`src/rtl/siacore_scheduler_pkg.sv`:
```
// ---------------------------------------------------------------------------
// siacore_scheduler_pkg
// Shared definitions for the Sia work scheduler: FSM state encodings, result
// status codes, nonce field location inside the 640-bit block header, and a
// byte-swap helper (the header nonce is stored little-endian).
// ---------------------------------------------------------------------------
package siacore_scheduler_pkg;

    localparam int WORK_W    = 640;
    localparam int NONCE_LSB = 256;
    localparam int NONCE_MSB = 287;

    // Wide enough for a core index with up to 8 cores.
    localparam int K_W = 3;

    localparam logic [1:0] ST_IDLE   = 2'd0;
    localparam logic [1:0] ST_LOAD   = 2'd1;
    localparam logic [1:0] ST_RUN    = 2'd2;
    localparam logic [1:0] ST_REPORT = 2'd3;

    localparam logic [1:0] RES_FOUND     = 2'b00;
    localparam logic [1:0] RES_EXHAUSTED = 2'b01;
    localparam logic [1:0] RES_TIMEOUT   = 2'b10;

    typedef struct packed {
        logic [31:0] nonce;
        logic [1:0]  status;
    } sched_result_t;

    function automatic logic [31:0] bswap32(input logic [31:0] x);
        return {x[7:0], x[15:8], x[23:16], x[31:24]};
    endfunction

endpackage

```
`src/rtl/siacore_scheduler_found_arb.sv`:
```
// ---------------------------------------------------------------------------
// siacore_scheduler_found_arb
// Fixed-priority found picker, nonce mux and range-exhaustion tracker for the
// scheduler. The lowest-indexed core reporting a find wins. The done mask
// accumulates core_done pulses while tracking is enabled; all_done looks
// through the current cycle's pulses so the last done is acted on at once.
//
// Ports:
//   clk, rst      system clock, asynchronous active-high reset
//   clear         clear the done mask (RUN entry)
//   track         accumulate core_done into the mask (RUN only)
//   core_found    per-core found pulse
//   core_nonce    per-core nonce, core k at [32k+31:32k]
//   core_done     per-core range-exhausted pulse
//   found_any     at least one core_found bit set
//   found_nonce   nonce of the lowest-indexed finding core
//   all_done      mask (including this cycle's pulses) is all ones
// ---------------------------------------------------------------------------
module siacore_scheduler_found_arb #(
    parameter int NCORES = 4
) (
    input  logic                   clk,
    input  logic                   rst,
    input  logic                   clear,
    input  logic                   track,
    input  logic [NCORES-1:0]      core_found,
    input  logic [NCORES*32-1:0]   core_nonce,
    input  logic [NCORES-1:0]      core_done,
    output logic                   found_any,
    output logic [31:0]            found_nonce,
    output logic                   all_done
);

    logic [NCORES-1:0] mask_q;

    // Scan from the top down so the lowest index is the last to overwrite.
    always_comb begin
        found_any   = |core_found;
        found_nonce = '0;
        for (int i = NCORES - 1; i >= 0; i--) begin
            if (core_found[i]) begin
                found_nonce = core_nonce[32*i +: 32];
            end
        end
    end

    assign all_done = &(mask_q | core_done);

    always_ff @(posedge clk or posedge rst) begin
        if (rst) begin
            mask_q <= '0;
        end else if (clear) begin
            mask_q <= '0;
        end else if (track) begin
            mask_q <= mask_q | core_done;
        end
    end

endmodule

```
`src/rtl/siacore_scheduler.sv`:
```
// ---------------------------------------------------------------------------
// siacore_scheduler
// Sequences the Sia hashing datapath. Accepts a work unit (640-bit header plus
// 32-bit target), loads NCORES siacore instances one per cycle with disjoint
// nonce ranges, then waits for the first found nonce or for every core to
// exhaust its range. All cores are aborted and one result is held for the
// UART response framer.
//
// Optional feature: define SIACORE_SCHED_TIMEOUT_EN to add a RUN watchdog of
// TIMEOUT_CYC cycles that reports status 10. Without it RUN waits forever.
//
// Ports:
//   clk, rst      system clock, asynchronous active-high reset
//   work_valid    new work pulse from the command parser
//   work_in       block header, nonce at [287:256] little-endian
//   target_in     difficulty target
//   work_ready    work_valid is accepted in this cycle when high
//   core_load     one-hot load pulse, core_work/core_target valid with it
//   core_work     shared work bus with the per-core nonce start inserted
//   core_target   shared target bus
//   core_abort    one-cycle stop pulse to every core
//   core_found    per-core found pulse
//   core_nonce    per-core nonce, core k at [32k+31:32k]
//   core_done     per-core range-exhausted pulse
//   res_valid     result available, held until res_ready
//   res_nonce     found nonce (0 when not found)
//   res_status    00 found, 01 exhausted, 10 timeout
//   res_ready     framer accepts the result
//   busy          scheduler is not idle
// ---------------------------------------------------------------------------
// state     | meaning
// ST_IDLE   | waiting for work, work_ready high
// ST_LOAD   | pulsing core_load for core k, one core per cycle
// ST_RUN    | cores hashing; watching found/done (and new work preempts)
// ST_REPORT | result held on res_*, waiting for res_ready
// ---------------------------------------------------------------------------
module siacore_scheduler
    import siacore_scheduler_pkg::*;
#(
    parameter int NCORES     = 4,
    parameter int RANGE_LOG2 = 30
`ifdef SIACORE_SCHED_TIMEOUT_EN
    ,
    parameter int unsigned TIMEOUT_CYC = 32'd16777216
`endif
) (
    input  logic                   clk,
    input  logic                   rst,
    input  logic                   work_valid,
    input  logic [WORK_W-1:0]      work_in,
    input  logic [31:0]            target_in,
    output logic                   work_ready,
    output logic [NCORES-1:0]      core_load,
    output logic [WORK_W-1:0]      core_work,
    output logic [31:0]            core_target,
    output logic                   core_abort,
    input  logic [NCORES-1:0]      core_found,
    input  logic [NCORES*32-1:0]   core_nonce,
    input  logic [NCORES-1:0]      core_done,
    output logic                   res_valid,
    output logic [31:0]            res_nonce,
    output logic [1:0]             res_status,
    input  logic                   res_ready,
    output logic                   busy
);

    localparam logic [K_W-1:0] LAST_K = K_W'(NCORES - 1);

    logic [1:0]          state_q;
    logic [K_W-1:0]      k_q;
    logic [WORK_W-1:0]   work_q;
    logic [31:0]         target_q;
    logic [31:0]         base_q;
    logic                abort_q;
    sched_result_t       res_q;

    logic                load_last;
    logic                run_active;
    logic                found_any;
    logic [31:0]         found_nonce;
    logic                all_done;
    logic                timeout_hit;
    logic [31:0]         core_offset;

    assign load_last  = (state_q == ST_LOAD) && (k_q == LAST_K);
    assign run_active = (state_q == ST_RUN);

    siacore_scheduler_found_arb #(
        .NCORES (NCORES)
    ) u_found_arb (
        .clk         (clk),
        .rst         (rst),
        .clear       (load_last),
        .track       (run_active),
        .core_found  (core_found),
        .core_nonce  (core_nonce),
        .core_done   (core_done),
        .found_any   (found_any),
        .found_nonce (found_nonce),
        .all_done    (all_done)
    );

`ifdef SIACORE_SCHED_TIMEOUT_EN
    logic [31:0] tmo_cnt_q;

    // Counts RUN cycles from zero; the TIMEOUT_CYC-th RUN cycle fires.
    always_ff @(posedge clk or posedge rst) begin
        if (rst) begin
            tmo_cnt_q <= '0;
        end else if (load_last) begin
            tmo_cnt_q <= '0;
        end else if (run_active) begin
            tmo_cnt_q <= tmo_cnt_q + 32'd1;
        end
    end

    assign timeout_hit = run_active && (tmo_cnt_q == TIMEOUT_CYC - 32'd1);
`else
    assign timeout_hit = 1'b0;
`endif

    // Core k starts at base + k * 2^RANGE_LOG2, wrapping at 32 bits, and the
    // header carries it back in little-endian byte order.
    assign core_offset = 32'(k_q) << RANGE_LOG2;

    always_comb begin
        core_work                      = work_q;
        core_work[NONCE_MSB:NONCE_LSB] = bswap32(base_q + core_offset);
    end

    assign core_load   = (state_q == ST_LOAD) ? (NCORES'(1) << k_q) : '0;
    assign core_target = target_q;
    assign core_abort  = abort_q;
    assign work_ready  = (state_q == ST_IDLE) || (state_q == ST_RUN);
    assign busy        = (state_q != ST_IDLE);
    assign res_valid   = (state_q == ST_REPORT);
    assign res_nonce   = res_q.nonce;
    assign res_status  = res_q.status;

    always_ff @(posedge clk or posedge rst) begin
        if (rst) begin
            state_q  <= ST_IDLE;
            k_q      <= '0;
            work_q   <= '0;
            target_q <= '0;
            base_q   <= '0;
            abort_q  <= 1'b0;
            res_q    <= '0;
        end else begin
            abort_q <= 1'b0;
            case (state_q)
                ST_IDLE: begin
                    if (work_valid) begin
                        work_q   <= work_in;
                        target_q <= target_in;
                        base_q   <= bswap32(work_in[NONCE_MSB:NONCE_LSB]);
                        k_q      <= '0;
                        state_q  <= ST_LOAD;
                    end
                end
                ST_LOAD: begin
                    if (k_q == LAST_K) begin
                        state_q <= ST_RUN;
                    end else begin
                        k_q <= k_q + 1'b1;
                    end
                end
                ST_RUN: begin
                    // New work preempts: any result from this cycle is dropped.
                    if (work_valid) begin
                        abort_q  <= 1'b1;
                        work_q   <= work_in;
                        target_q <= target_in;
                        base_q   <= bswap32(work_in[NONCE_MSB:NONCE_LSB]);
                        k_q      <= '0;
                        state_q  <= ST_LOAD;
                    end else if (found_any) begin
                        abort_q <= 1'b1;
                        res_q   <= '{nonce: found_nonce, status: RES_FOUND};
                        state_q <= ST_REPORT;
                    end else if (all_done) begin
                        abort_q <= 1'b1;
                        res_q   <= '{nonce: 32'd0, status: RES_EXHAUSTED};
                        state_q <= ST_REPORT;
                    end else if (timeout_hit) begin
                        abort_q <= 1'b1;
                        res_q   <= '{nonce: 32'd0, status: RES_TIMEOUT};
                        state_q <= ST_REPORT;
                    end
                end
                ST_REPORT: begin
                    if (res_ready) begin
                        res_q   <= '0;
                        state_q <= ST_IDLE;
                    end
                end
                default: begin
                    state_q <= ST_IDLE;
                end
            endcase
        end
    end

endmodule

```
`config.mk`:
```
export PLATFORM = sky130hd
export DESIGN_NAME = siacore_scheduler
export DESIGN_NICKNAME = d
export VERILOG_FILES = /design/src/rtl/siacore_scheduler_pkg.sv /design/src/rtl/siacore_scheduler_found_arb.sv /design/src/rtl/siacore_scheduler.sv
export SDC_FILE = /design/constraint.sdc
export NUM_CORES = 2
export LEC_CHECK = 0
export CAP_MARGIN = 20
export CORE_AREA = 2 2 591 593
export DETAILED_ROUTE_END_ITERATION = 8
export DIE_AREA = 0 0 593 595
export GPL_ROUTABILITY_DRIVEN = 1
export PLACE_DENSITY_LB_ADDON = 0.08
export SLEW_MARGIN = 0
export SYNTH_ARGS = -nofsm -noshare
export SYNTH_HDL_FRONTEND = slang
export SYNTH_SLANG_ARGS = --single-unit
```
`constraint.sdc`:
```
create_clock -name clk -period 20.8 [get_ports clk]
set_input_delay 2.08 -clock clk [delete_from_list [all_inputs] [get_ports clk]]
set_output_delay 2.08 -clock clk [all_outputs]
set_load 0.01 [all_outputs]
```
# Yosys cells after proc, flatten, opt, wreduce, memory -nomap -nowiden
# Index checks and enable logic that the tools add are counted.
# Widths: inputs -> output; s select.
dict set report totals {
  reg_bits 748
  latchBits 0
  ram_bits 0
  romBits 0
  input_bits 812
  output_inout_bits 714
  word_cells 65
  memories 0
}
dict set report classes {
  addsub 2
  multipliers 0
  n_div 0
  magnitude_cmp 0
  n_eq_ne 12
  n_shift 1
  n_mux 26
  bitwise_logic 1
  n_reduce_logical 14
}
# op count
set op_table {}
lappend op_table {{$mux 34} 4}
lappend op_table {{$mux 32} 4}
lappend op_table {{$pmux 34 s2} 1}
lappend op_table {{$add 32x32->32} 1}
lappend op_table {{$mux 2} 6}
lappend op_table {{$mux 4} 3}
lappend op_table {{$reduce_and 4->1} 3}
lappend op_table {{$pmux 2 s4} 1}
lappend op_table {{$reduce_bool 2->1} 4}
lappend op_table {{$mux 3} 2}
lappend op_table {{$ne 2x1->1 const B} 3}
lappend op_table {{$ne 2x2->1 const B} 3}
lappend op_table {{$pmux 3 s2} 1}
lappend op_table {{$eq 2x2->1 const B} 2}
lappend op_table {{$mux 1} 4}
lappend op_table {{$ne 4x2->1 const B} 1}
lappend op_table {{$or 4x4->4} 1}
lappend op_table {{$reduce_or 4->1} 1}
lappend op_table {{$shl 1x3->4 const A} 1}
lappend op_table {{$add 3x1->3 const B} 1}
lappend op_table {{$eq 3x2->1 const B} 1}
lappend op_table {{$ne 3x1->1 const B} 1}
lappend op_table {{$reduce_and 3->1} 1}
lappend op_table {{$eq 2x1->1 const B} 1}
lappend op_table {{5 further kinds} 5}

# Longest topological paths before layout
dict set report depth {
  depth_word 7
  depth_mapped 7
  mapped_depth_nobuf 5
}

# Hierarchy
# A second synthesis with hierarchy kept.
dict set report hier_totals {
  cells_unflattened 1724
  hier_area_um2 28248.3
}
# mod instances cells_per_inst area_per_inst_um2 seq_area_each_um2
set by_module_without_submodules {}
lappend by_module_without_submodules {siacore_scheduler 1 1587 27296.2 17792.1}
lappend by_module_without_submodules {siacore_scheduler_found_arb 1 137 952.2 100.1}

# Least setup slack after synthesis
# OpenSTA, ideal clock, no wires.
dict set report synth_timing {
  path_type {input to register}
  start {input core_found[1]}
  end {register res_q (netlist bit res_nonce[28])}
  setup_time_ns 0.121
  arrival_ns 3.389
  required_ns 20.679
  path_slack_ns 17.290
  stages 7
  n_path_buf 3
  cell_sequence {or2_1 clkbuf_2 or3_4 and4_4 buf_6 buf_6 a22o_1}
}
dict set report synth_between {
  elab_chain_cells 5
  word_cells_on_any_way 8
  classes_between {1 x eq/ne; 5 x mux; 2 x reduce/logical}
}
# element line_no
set synth_lines {}
lappend synth_lines {{from (decl)} siacore_scheduler.sv:57} ;# input logic [NCORES-1:0] core_found,
lappend synth_lines {{$mux 32 (2 in series)} siacore_scheduler_found_arb.sv:41} ;# if (core_found[i]) begin
lappend synth_lines {{$mux 34} siacore_scheduler.sv:177} ;# end else if (found_any) begin
lappend synth_lines {{$mux 34} siacore_scheduler.sv:170} ;# if (work_valid) begin
lappend synth_lines {{$pmux 34 s2} siacore_scheduler.sv:151} ;# case (state_q)
lappend synth_lines {{to (signal assigned)} siacore_scheduler.sv:179} ;# res_q <= '{nonce: found_nonce, status: RES_FOUND};
lappend synth_lines {{to (signal assigned)} siacore_scheduler.sv:183} ;# res_q <= '{nonce: 32'd0, status: RES_EXHAUSTED};
lappend synth_lines {{to (signal assigned)} siacore_scheduler.sv:187} ;# res_q <= '{nonce: 32'd0, status: RES_TIMEOUT};
lappend synth_lines {{to (decl)} siacore_scheduler.sv:75} ;# sched_result_t res_q;
# Parallel ways exist; a longest one is shown, timed or not. The select of a mux whose other input is x is not followed.
# A chain may end at the register's enable or synchronous reset.

==> results.yml <==
run_status:
  outcome: "finished, final reports clean"
place:
  hpwl_um: 169000
  gp_congestion: 0.785
  port_buffers: 1524
  dpl_cell_area_um2: 48100
sta:
  finalCritPeriodShare: 0.281
  worstMarginPinSlew_ns: 0.917
  rsz0062_at_grt: "no"
  min_period_ns: 5.84
  hold_viol: 0
  setup_tns_ns: 0
  maxSlewViolCount: 0
  fin_skew_ns: 0.0868
  fmax_ghz: 0.171
  holdWs_ns: 0.500
  setup_viol: 0
  relSlewSlack: 0.389
worst_hold_path:
  hold_path.class: "reg2reg"
floorplanning:
  coreArea_um2: 347000
  rows: 217
  die_area_um2: 353000
  die_w_um: 593
  num_io_pins: 1526
  initial_core_util: 0.0793
  die_h_um: 595
setup_path:
  cp.required_ns: 21.60
  critPathKind: "in2async"
  crit_slowest_cell: "buf_4"
  crit_top_cell: "buf_4"
  cp_num_buf_inv: 7
  startpoint_type: "input pin"
  crit_fanout: 78
  cp_top_family: "buffers and inverters"
  worstSetupEndpointType: "async pin"
  worst-endpoint-arrival_ns: 6.64
  slowest_delay_ns: 0.75
  path_cells: "clkdlybuf4s50_1 -> clkinvlp_4 -> buf_4 -> buf_4 -> buf_4 -> buf_12 -> buf_4"
global_route:
  grt_pass1_wl_um: 262000
  grt_pass1_vias: 23300
  grt_util_met1: 0.125
  grt_max_degree: 132
  grt.met3_usage: 0.0649
  top_usage_layer: "met2"
  overflow: 0
  grt_antenna_before_repair: 153
  use_met2: 0.188
  grt_util_all_layers: 0.113
layout:
  final_layout_size_suffix_gt1_frac: 0.262
  n_fill_cell: 38600
  multi_input_area_um2: 8880
  area_growth_syn_to_layout_pct: 87.8
  final_area_um2: 51700
  nNetsFinal: 4066
  utilization: 0.149
  final_common_cell: "clkdlybuf4s50_1"
  layout_common_cells: "clkdlybuf4s50_1, dfrtp_1, mux2_2, clkbuf_16, nor2_1"
  regArea_um2: 17900
clock_network:
  worstSkewPairLatency_ns: 0.86
  cts_buffer_depth: 4
  htreeDepth: 3
  cts_made_buffers: 114
  clock_sinks: 715
  cts_setup_buffers: 0
  cts_resized: 0
  cts_tree: "done"
  cts.root.buffer_cell: "clkbuf_16"
  holdBufCountCts: 0
  clk_pin_slew_worst_paths_ns: 0.05
routing:
  vias_per_cell: 2.71
  drc: 0
  wl_per_cell_um: 26.0
  detail-route-antenna-nets: 0
  num_vias: 21600
  drt_iter0_drc: 654
  first_pass_iters: 4
  wl_um: 206000
logic_synthesis:
  synth.distinct_cells: 35
  postSynthNetCount: 2531
  ys_ff_latch: 715
  netlist_area_um2: 27500
  seq_area_frac_synth: 0.650
  synth_cells: 1713
  yosys_warnings: 0
  postSynthAreaPerCell_um2: 16.1
job:
  cap_violations: 0
power:
  peakVddDrop_uv: 69.0
  powerDensity_nw_per_um2: 155
  p_leak_nw: 19.3
where the power goes:
group / internal [W] / switching, W
clock network: 0.00111 / 0.000794
registers: 0.00209 / 0.000477
logic: 0.00194 / 0.00163
total: 0.00514 / 0.00290
metrics by stage:
stage	instances	setup slack [ns]	total power [W]
6_report	7956	14.96	0.00804
5_1_grt	7922	14.26	0.00853
4_1_cts	7921	14.67	0.00833
3_5_place_dp	7731	13.76	0.00629
3_3_place_gp	7731	13.73	0.00632
2_1_floorplan	1713	8.93	0.00375
synthesized netlist by cell type, drive strengths merged:
cell    count  share of area
clkbuf     27         0.0037
a21o        1        0.00027
a22o       33          0.010
nand2b      2        0.00045
a221oi     31         0.0099
a21bo       1        0.00036
xnor2       2        0.00064
a221o       1        0.00036
or2         2        0.00045
o22ai      33         0.0075
mux2i       2        0.00073
dfrtp     715           0.65
nor2b       4        0.00091
or3         1        0.00041
ha          6         0.0027
o31ai       1        0.00027
o21ai       2        0.00036
conb        1        0.00014
and4        1        0.00041
o311a       1        0.00036
a32o        1        0.00036
o311ai      2         0.0013
inv         8         0.0011
buf       106          0.024
a21oi       8         0.0015
nand2       4        0.00054
nor2       40         0.0055
and2        4        0.00091
mux2      673           0.28
layout make-up:
type,instances,share of cell area
Sequential cell,715,0.346
Clock inverter,18,0.00423
Timing Repair Buffer,1552,0.300
Inverter,8,0.000653
Multi-Input combinational cell,857,0.172
Clock buffer,172,0.0642
Tap cell,4599,0.111
Antenna cell,35,0.00169
sequential cells by signal (all words and copies together), names as in the netlist:
register	cells
u_found_arb.mask_q	4
state_q	2
core_target	32
res_status	1
k_q	3
res_nonce	32
core_abort	1
work_q	640
path summary, 6_finish.rpt:
path / from / end / slack [ns] / cells after the start
max: rst / work_q[79] / 14.96 / 7
min: res_nonce[18] / res_nonce[18] / 0.50 / 1
max reg2reg: state_q[0] / work_q[269] / 16.37 / 5
min reg2reg: res_nonce[18] / res_nonce[18] / 0.50 / 1
max in group clk: work_valid / work_q[269] / 15.11 / 6
min in group asynchronous: rst / work_q[624] / 1.70 / 2
cells by family after synthesis:
group / count (synthesis) / share of synthesized area
XOR/XNOR: 2 / 0.000636
AND/OR/NAND/NOR: 58 / 0.00954
other: 1 / 0.000136
flip-flops: 715 / 0.650
multiplexers: 675 / 0.276
buffers and inverters: 141 / 0.0285
adder cells (fa/ha/maj): 6 / 0.00273
AO/OA/AOI/OAI: 115 / 0.0329
worst register-to-register path, stage by stage, from the launching register on:
cell     delay, ns
dfrtp_1       0.61
nor2b_4       0.79
buf_4         0.73
buf_12        0.77
buf_4         0.94
mux2_2        0.49
per-layer routing:
metal	vias to the layer above	wire, µm
li1	9283	-
met1	10800	76900
met2	1084	96500
met3	331	28300
met4	130	3960
met5	-	799
Power figures use the tool's default switching activity.
